**src/rtl/decimal_to_bit_packer.sv**
```systemverilog
`default_nettype none
// ============================================================================
//  Module      : decimal_to_bit_packer
//  Description : Compresses expanded 8-bit coefficients (data on even bits)
//                to 4-bit nibbles and packs four per 16-bit output word.
//  Revision    : 1.0 - initial release
// ============================================================================
module decimal_to_bit_packer #(
    parameter int CHECK_ODD = 1
) (
    input  logic        clk,
    input  logic        rst_n,
    input  logic        in_valid,
    output logic        in_ready,
    input  logic [7:0]  in_coeff,
    input  logic        in_last,
    output logic        out_valid,
    input  logic        out_ready,
    output logic [15:0] out_word,
    output logic        out_last,
    output logic        err,
    input  logic        clear_err
);

    localparam logic [7:0] c_ODD_MASK  = 8'hAA;
    localparam logic [1:0] c_LAST_SLOT = 2'd3;

    logic [1:0]  r_slot;
    logic [11:0] r_acc;
    logic [15:0] r_out_word;
    logic        r_out_valid;
    logic        r_out_last;
    logic        r_err;

    logic        w_in_fire;
    logic        w_out_fire;
    logic        w_complete;
    logic [3:0]  w_nibble;
    logic [11:0] w_acc_next;
    logic [15:0] w_word;

    assign in_ready   = !(r_out_valid && !out_ready);
    assign w_in_fire  = in_valid && in_ready;
    assign w_out_fire = r_out_valid && out_ready;
    assign w_complete = w_in_fire && ((r_slot == c_LAST_SLOT) || in_last);
    assign w_nibble   = {in_coeff[6], in_coeff[4], in_coeff[2], in_coeff[0]};

    // Slots above the current one are always zero because the accumulator
    // is cleared whenever a word completes.
    always_comb begin
        w_acc_next = r_acc;
        w_word     = {4'b0000, r_acc};
        case (r_slot)
            2'd0: begin
                w_acc_next = {r_acc[11:4], w_nibble};
                w_word     = {12'h000, w_nibble};
            end
            2'd1: begin
                w_acc_next = {r_acc[11:8], w_nibble, r_acc[3:0]};
                w_word     = {8'h00, w_nibble, r_acc[3:0]};
            end
            2'd2: begin
                w_acc_next = {w_nibble, r_acc[7:0]};
                w_word     = {4'h0, w_nibble, r_acc[7:0]};
            end
            default: begin
                w_acc_next = r_acc;
                w_word     = {w_nibble, r_acc};
            end
        endcase
    end

    always_ff @(posedge clk or negedge rst_n) begin
        if (!rst_n) begin
            r_slot      <= 2'd0;
            r_acc       <= 12'h000;
            r_out_word  <= 16'h0000;
            r_out_valid <= 1'b0;
            r_out_last  <= 1'b0;
        end else if (w_complete) begin
            // A completing input may coincide with an output transfer; the
            // new word replaces the old one with no bubble.
            r_out_word  <= w_word;
            r_out_valid <= 1'b1;
            r_out_last  <= in_last;
            r_slot      <= 2'd0;
            r_acc       <= 12'h000;
        end else begin
            if (w_out_fire) begin
                r_out_valid <= 1'b0;
            end
            if (w_in_fire) begin
                r_acc  <= w_acc_next;
                r_slot <= r_slot + 2'd1;
            end
        end
    end

    generate
        if (CHECK_ODD != 0) begin : g_err_check
            always_ff @(posedge clk or negedge rst_n) begin
                if (!rst_n) begin
                    r_err <= 1'b0;
                end else if (w_in_fire && ((in_coeff & c_ODD_MASK) != 8'h00)) begin
                    r_err <= 1'b1;
                end else if (clear_err) begin
                    r_err <= 1'b0;
                end
            end
        end else begin : g_err_off
            always_ff @(posedge clk or negedge rst_n) begin
                if (!rst_n) begin
                    r_err <= 1'b0;
                end else begin
                    r_err <= 1'b0;
                end
            end
        end
    endgenerate

    assign out_word  = r_out_word;
    assign out_valid = r_out_valid;
    assign out_last  = r_out_last;
    assign err       = r_err;

endmodule
`default_nettype wire
```
**config.mk**
```make
export PLATFORM = sky130hd
export DESIGN_NAME = decimal_to_bit_packer
export DESIGN_NICKNAME = d
export VERILOG_FILES = /design/src/rtl/decimal_to_bit_packer.sv
export SDC_FILE = /design/constraint.sdc
export NUM_CORES = 1
export LEC_CHECK = 0
export CAP_MARGIN = 20
export CORE_UTILIZATION = 40
export CTS_BUF_LIST = sky130_fd_sc_hd__clkbuf_8
export CTS_CLUSTER_DIAMETER = 150
export CTS_CLUSTER_SIZE = 16
export DETAILED_ROUTE_END_ITERATION = 8
export MAX_ROUTING_LAYER = met4
export PLACE_DENSITY = 0.72
export SLEW_MARGIN = 10
export SYNTH_ARGS = -nofsm -noshare
export SYNTH_HDL_FRONTEND = slang
export SYNTH_SLANG_ARGS = --single-unit
```
**constraint.sdc**
```tcl
create_clock -name clk -period 4.7 [get_ports clk]
set_clock_uncertainty 0.15 [all_clocks]
set_input_delay 0.94 -clock clk [delete_from_list [all_inputs] [get_ports clk]]
set_output_delay 0.94 -clock clk [all_outputs]
set_load 0.01 [all_outputs]
```
* Word level (Yosys, flattened, before mapping)
Index checks and enable logic that the tools add are counted.
** Word-level totals
- Register bits after elaboration :: 33
- Input bits :: 14
- Output and inout port bits :: 20
- Word-level logic and storage cells :: 44
** Cells by class
- Add/subtract/negate cells :: 1
- Eq/ne operators :: 6
- Multiplexer cells :: 10
- Reduce and logical (&&, ||, !) cells :: 19
** Operators with widths (number)
- $pmux 16 s3 :: 1
- $pmux 12 s3 :: 1
- $mux 12 :: 2
- $reduce_and 4->1 :: 3
- $reduce_bool 2->1 :: 6
- $reduce_bool 8->1 :: 1
- $ne 2x2->1 const B :: 3
- $logic_and 1x1->1 :: 5
- $eq 2x2->1 const B :: 2
- $mux 1 :: 4
- $mux 2 :: 2
- $add 2x1->2 const B :: 1
- $eq 2x1->1 const B :: 1
- $logic_not 1->1 :: 2
- $logic_not 2->1 :: 1
- $logic_or 1x1->1 :: 1

* Logic depth before layout (Yosys ltp)
- Word-level depth :: 7
- Mapped depth :: 7

* Worst setup path before layout
No wires, ideal clock.
- Kind :: input-to-output
- From :: in out_ready
- To :: out in_ready
- Arrival :: 1.482 ns
- Data required time :: 3.610 ns
- Path slack :: 2.128 ns
- Cell stages on the path :: 3
- Path buffers :: 1
- Cells stage by stage :: nor2b_1 > clkbuf_1 > clkinv_1
** On the way
- Word-level cells in the longest chain between the ends :: 3
** Ends and longest elaborated chain
- start, declared :: RTL line 18 : input logic out_ready,
- $logic_not 1->1 :: RTL line 42 : assign in_ready = !(r_out_valid && !out_ready);
- $logic_and 1x1->1 :: RTL line 42
- $logic_not 1->1 :: RTL line 42
- end, declared :: RTL line 14 : output logic in_ready,
Every way passes these cells.

* Worst setup path after layout
Same ends and word-level chain as after synthesis.

==> flow_summary.json <==
{
  "ys.flop_type": "dfrtp_1",
  "synth.cell_area_um2": 1730,
  "tightestPinTransition_ps": 696,
  "dr.pass1.iters": 4,
  "crit_top_cell": "clkdlybuf4s50_1",
  "ir_drop_mv": 0.257,
  "yosysMostFrequentCell": "dfrtp_1",
  "r2r_end": "r_acc[11]",
  "clock_path_buffers": 2,
  "final_area_um2": 2170,
  "met3_usage_pct": 4.50,
  "post_cts_buffers": 0,
  "async_flop_share_pct": 100,
  "maxCapViolCount": 0,
  "die_h_um": 67.8,
  "leakage_nw": 0.928,
  "gp_congestion": 0.911,
  "synth_edf_count": 0,
  "critPathLaunch": "out_ready",
  "rsz0062_at_grt": "no",
  "ant_nets": 0,
  "port_buffers": 33,
  "worstReg2RegStart": "r_slot[0]",
  "rr_worst_depth": 5,
  "timing.reg2reg.setup_slack_ps": 2370,
  "ys_types": 35,
  "synthesis.nets": 184,
  "wl_per_cell_um": 15.9,
  "clkPwrFrac_pct": 20.1,
  "cts.sinks": 33,
  "post-route-min-period_ps": 3380,
  "grt_use_met1_pct": 25.7,
  "synthCells": 165,
  "p_switching_mw": 0.360,
  "core_um2": 4090,
  "cp_slowest_cell": "clkdlybuf4s50_1",
  "cpPeakStageDelay_ps": 550,
  "arrival_ps": 2290,
  "drive_gt1_share_pct": 13.8,
  "internal-power_mw": 0.663,
  "status": "complete, no violations",
  "cts_root_buffer": "clkbuf_8",
  "synthTopCellsByArea": "dfrtp_1 (48%), mux2_2 (9.1%), o31ai_1 (5.6%)",
  "met2_usage_pct": 31.4,
  "p_sw_share_pct": 35.2,
  "critPathCapture": "in_ready",
  "drt_iter0_drc": 51,
  "finalSetupViolations": 0,
  "vias": 1363,
  "ctsHoldBuffers": 0,
  "ys_seq_elements": 33,
  "p_per_area_nw_per_um2": 472,
  "synth_top_area_cell": "dfrtp_1",
  "post_cts_resized": 0,
  "setup_tns_ps": 0,
  "antenna_found_initial": 0,
  "synthTopCellsByCount": "dfrtp_1 (33), mux2_2 (14), nand2_1 (13), o31ai_1 (13), a21oi_1 (9)",
  "combPwrFrac_pct": 41.5,
  "worstPathRequired_ps": 3610,
  "report.final.slew_viol_count": 0,
  "row_count": 23,
  "grt_overflow": 0,
  "gr-max-usage-layer": "met2",
  "vias_per_cell": 5.56,
  "slew_headroom_pct": 53.6,
  "area_growth_pct": 25.0,
  "grt_pass1_vias": 1401,
  "nFillCells": 388,
  "grt_pass1_wl_um": 6650,
  "finalCritPeriodShare_pct": 71.8,
  "grtUsageTotal_pct": 20.6,
  "start_util_pct": 42.4,
  "die_x_um": 67.8,
  "io_pins": 34,
  "cts-buffers-inserted": 5,
  "die_area_um2": 4600,
  "htreeDepth": 2,
  "synth-seq-area-share_pct": 47.7,
  "hold_violations": 0,
  "clk_latency_ps": 280,
  "cp-end-kind": "output pin",
  "drc": 0,
  "dp_slack_ps": 1320,
  "yosys_warnings": 0,
  "crit_fanout": 8,
  "grt_max_degree": 34,
  "drt_wl_total_um": 3900,
  "path_cells": "clkdlybuf4s50_1 -> nor2b_1 -> clkinv_1 -> clkdlybuf4s50_1",
  "hp-class": "flip-flop to flip-flop",
  "syn_avg_cell_area_um2": 10.5,
  "power_frac_seq_pct": 38.4,
  "nNetsFinal": 213,
  "dp_hpwl_um": 2680,
  "start_kind": "primary input",
  "placed_area_um2": 2080,
  "clk_pin_slew_ps": 60,
  "yosysTopAreaCellShare_pct": 47.7,
  "cts_tree": "yes",
  "critPathKind": "primary input to output pin",
  "setup_ws_ps": 1320,
  "diodes": 0,
  "fmax_ghz": 0.296
}
## layer usage
metal	share of wire, %	vias up
li1	-	669
met1	46	653
met2	48	34
met4	2.1	0
met5	0	-
met3	3.8	7
## power by group through the flow
stage	registers [mW]	logic (mW)	clock network [mW]
after floorplan	0.412	0.256	0
after global placement	0.394	0.413	0
after detailed placement	0.399	0.425	0
after CTS	0.394	0.427	0.209
after global routing	0.402	0.471	0.222
final	0.393	0.425	0.205
## registers in the layout (all words and copies together), names as in the netlist
register	cells
r_acc	12
r_slot	2
out_word	16
out_valid	1
out_last	1
err	1
## through the flow
stage                     hold slack [ps]  cells  utilization, %  power, mW
after floorplan                       359    165               -      0.667
final                                 346    245            53.0       1.02
after global placement                335    237            51.0      0.806
after global routing                  369    245            53.0       1.10
after CTS                             354    245            53.0       1.03
after detailed placement              335    237            51.0      0.824
## worst max-delay path: cells and delay by family
family,cells,cell delay (ps)
buffers and inverters,3,1190
and+or+nand+nor,1,150
## cell usage in the layout (no fill, tap or decap), types with 5 or more instances in the layout
cell type	Yosys	final
o31ai_1	13	13
mux2_2	14	14
nor2b_1	7	7
o21ai_0	5	5
a22o_1	8	8
dfrtp_1	33	33
inv_1	4	5
clkbuf_8	0	5
a21oi_1	9	9
clkdlybuf4s50_1	0	33
nand2_1	13	13
ha_1	5	5
## worst min path at each step
| stage | cells past startpoint | slack, ps | startpoint | to |
|---|---|---|---|---|
| 2_1_floorplan | 2 | 360 | r_acc[11] | r_acc[11] |
| 3_3_place_gp | 1 | 330 | out_last | out_last |
| 3_5_place_dp | 1 | 330 | out_last | out_last |
| 4_1_cts | 1 | 350 | out_last | out_last |
| 5_1_grt | 1 | 370 | out_last | out_last |
| 6_report | 1 | 350 | out_last | out_last |
## cells by family (layout without fill, tap and decap cells)
group | count (synthesis) | in the layout | synth area share, %
adder cells (fa/ha/maj) | 5 | 5 | 3.61
AND/OR/NAND/NOR | 48 | 48 | 15.9
flip-flops | 33 | 33 | 47.7
multiplexers | 15 | 15 | 9.68
AO/OA/AOI/OAI | 45 | 45 | 18.1
buffers and inverters | 19 | 49 | 5.13
## cell type report
class	instances	area, um^2	area share, %
tap	50	62.6	2.89
multi-input combinational	113	823	38.0
sequential	33	826	38.1
inverter	5	18.8	0.867
clock inverter	3	13.8	0.635
timing repair buffer	36	353	16.3
clock buffer	5	68.8	3.18
Power figures use the tool's default switching activity.
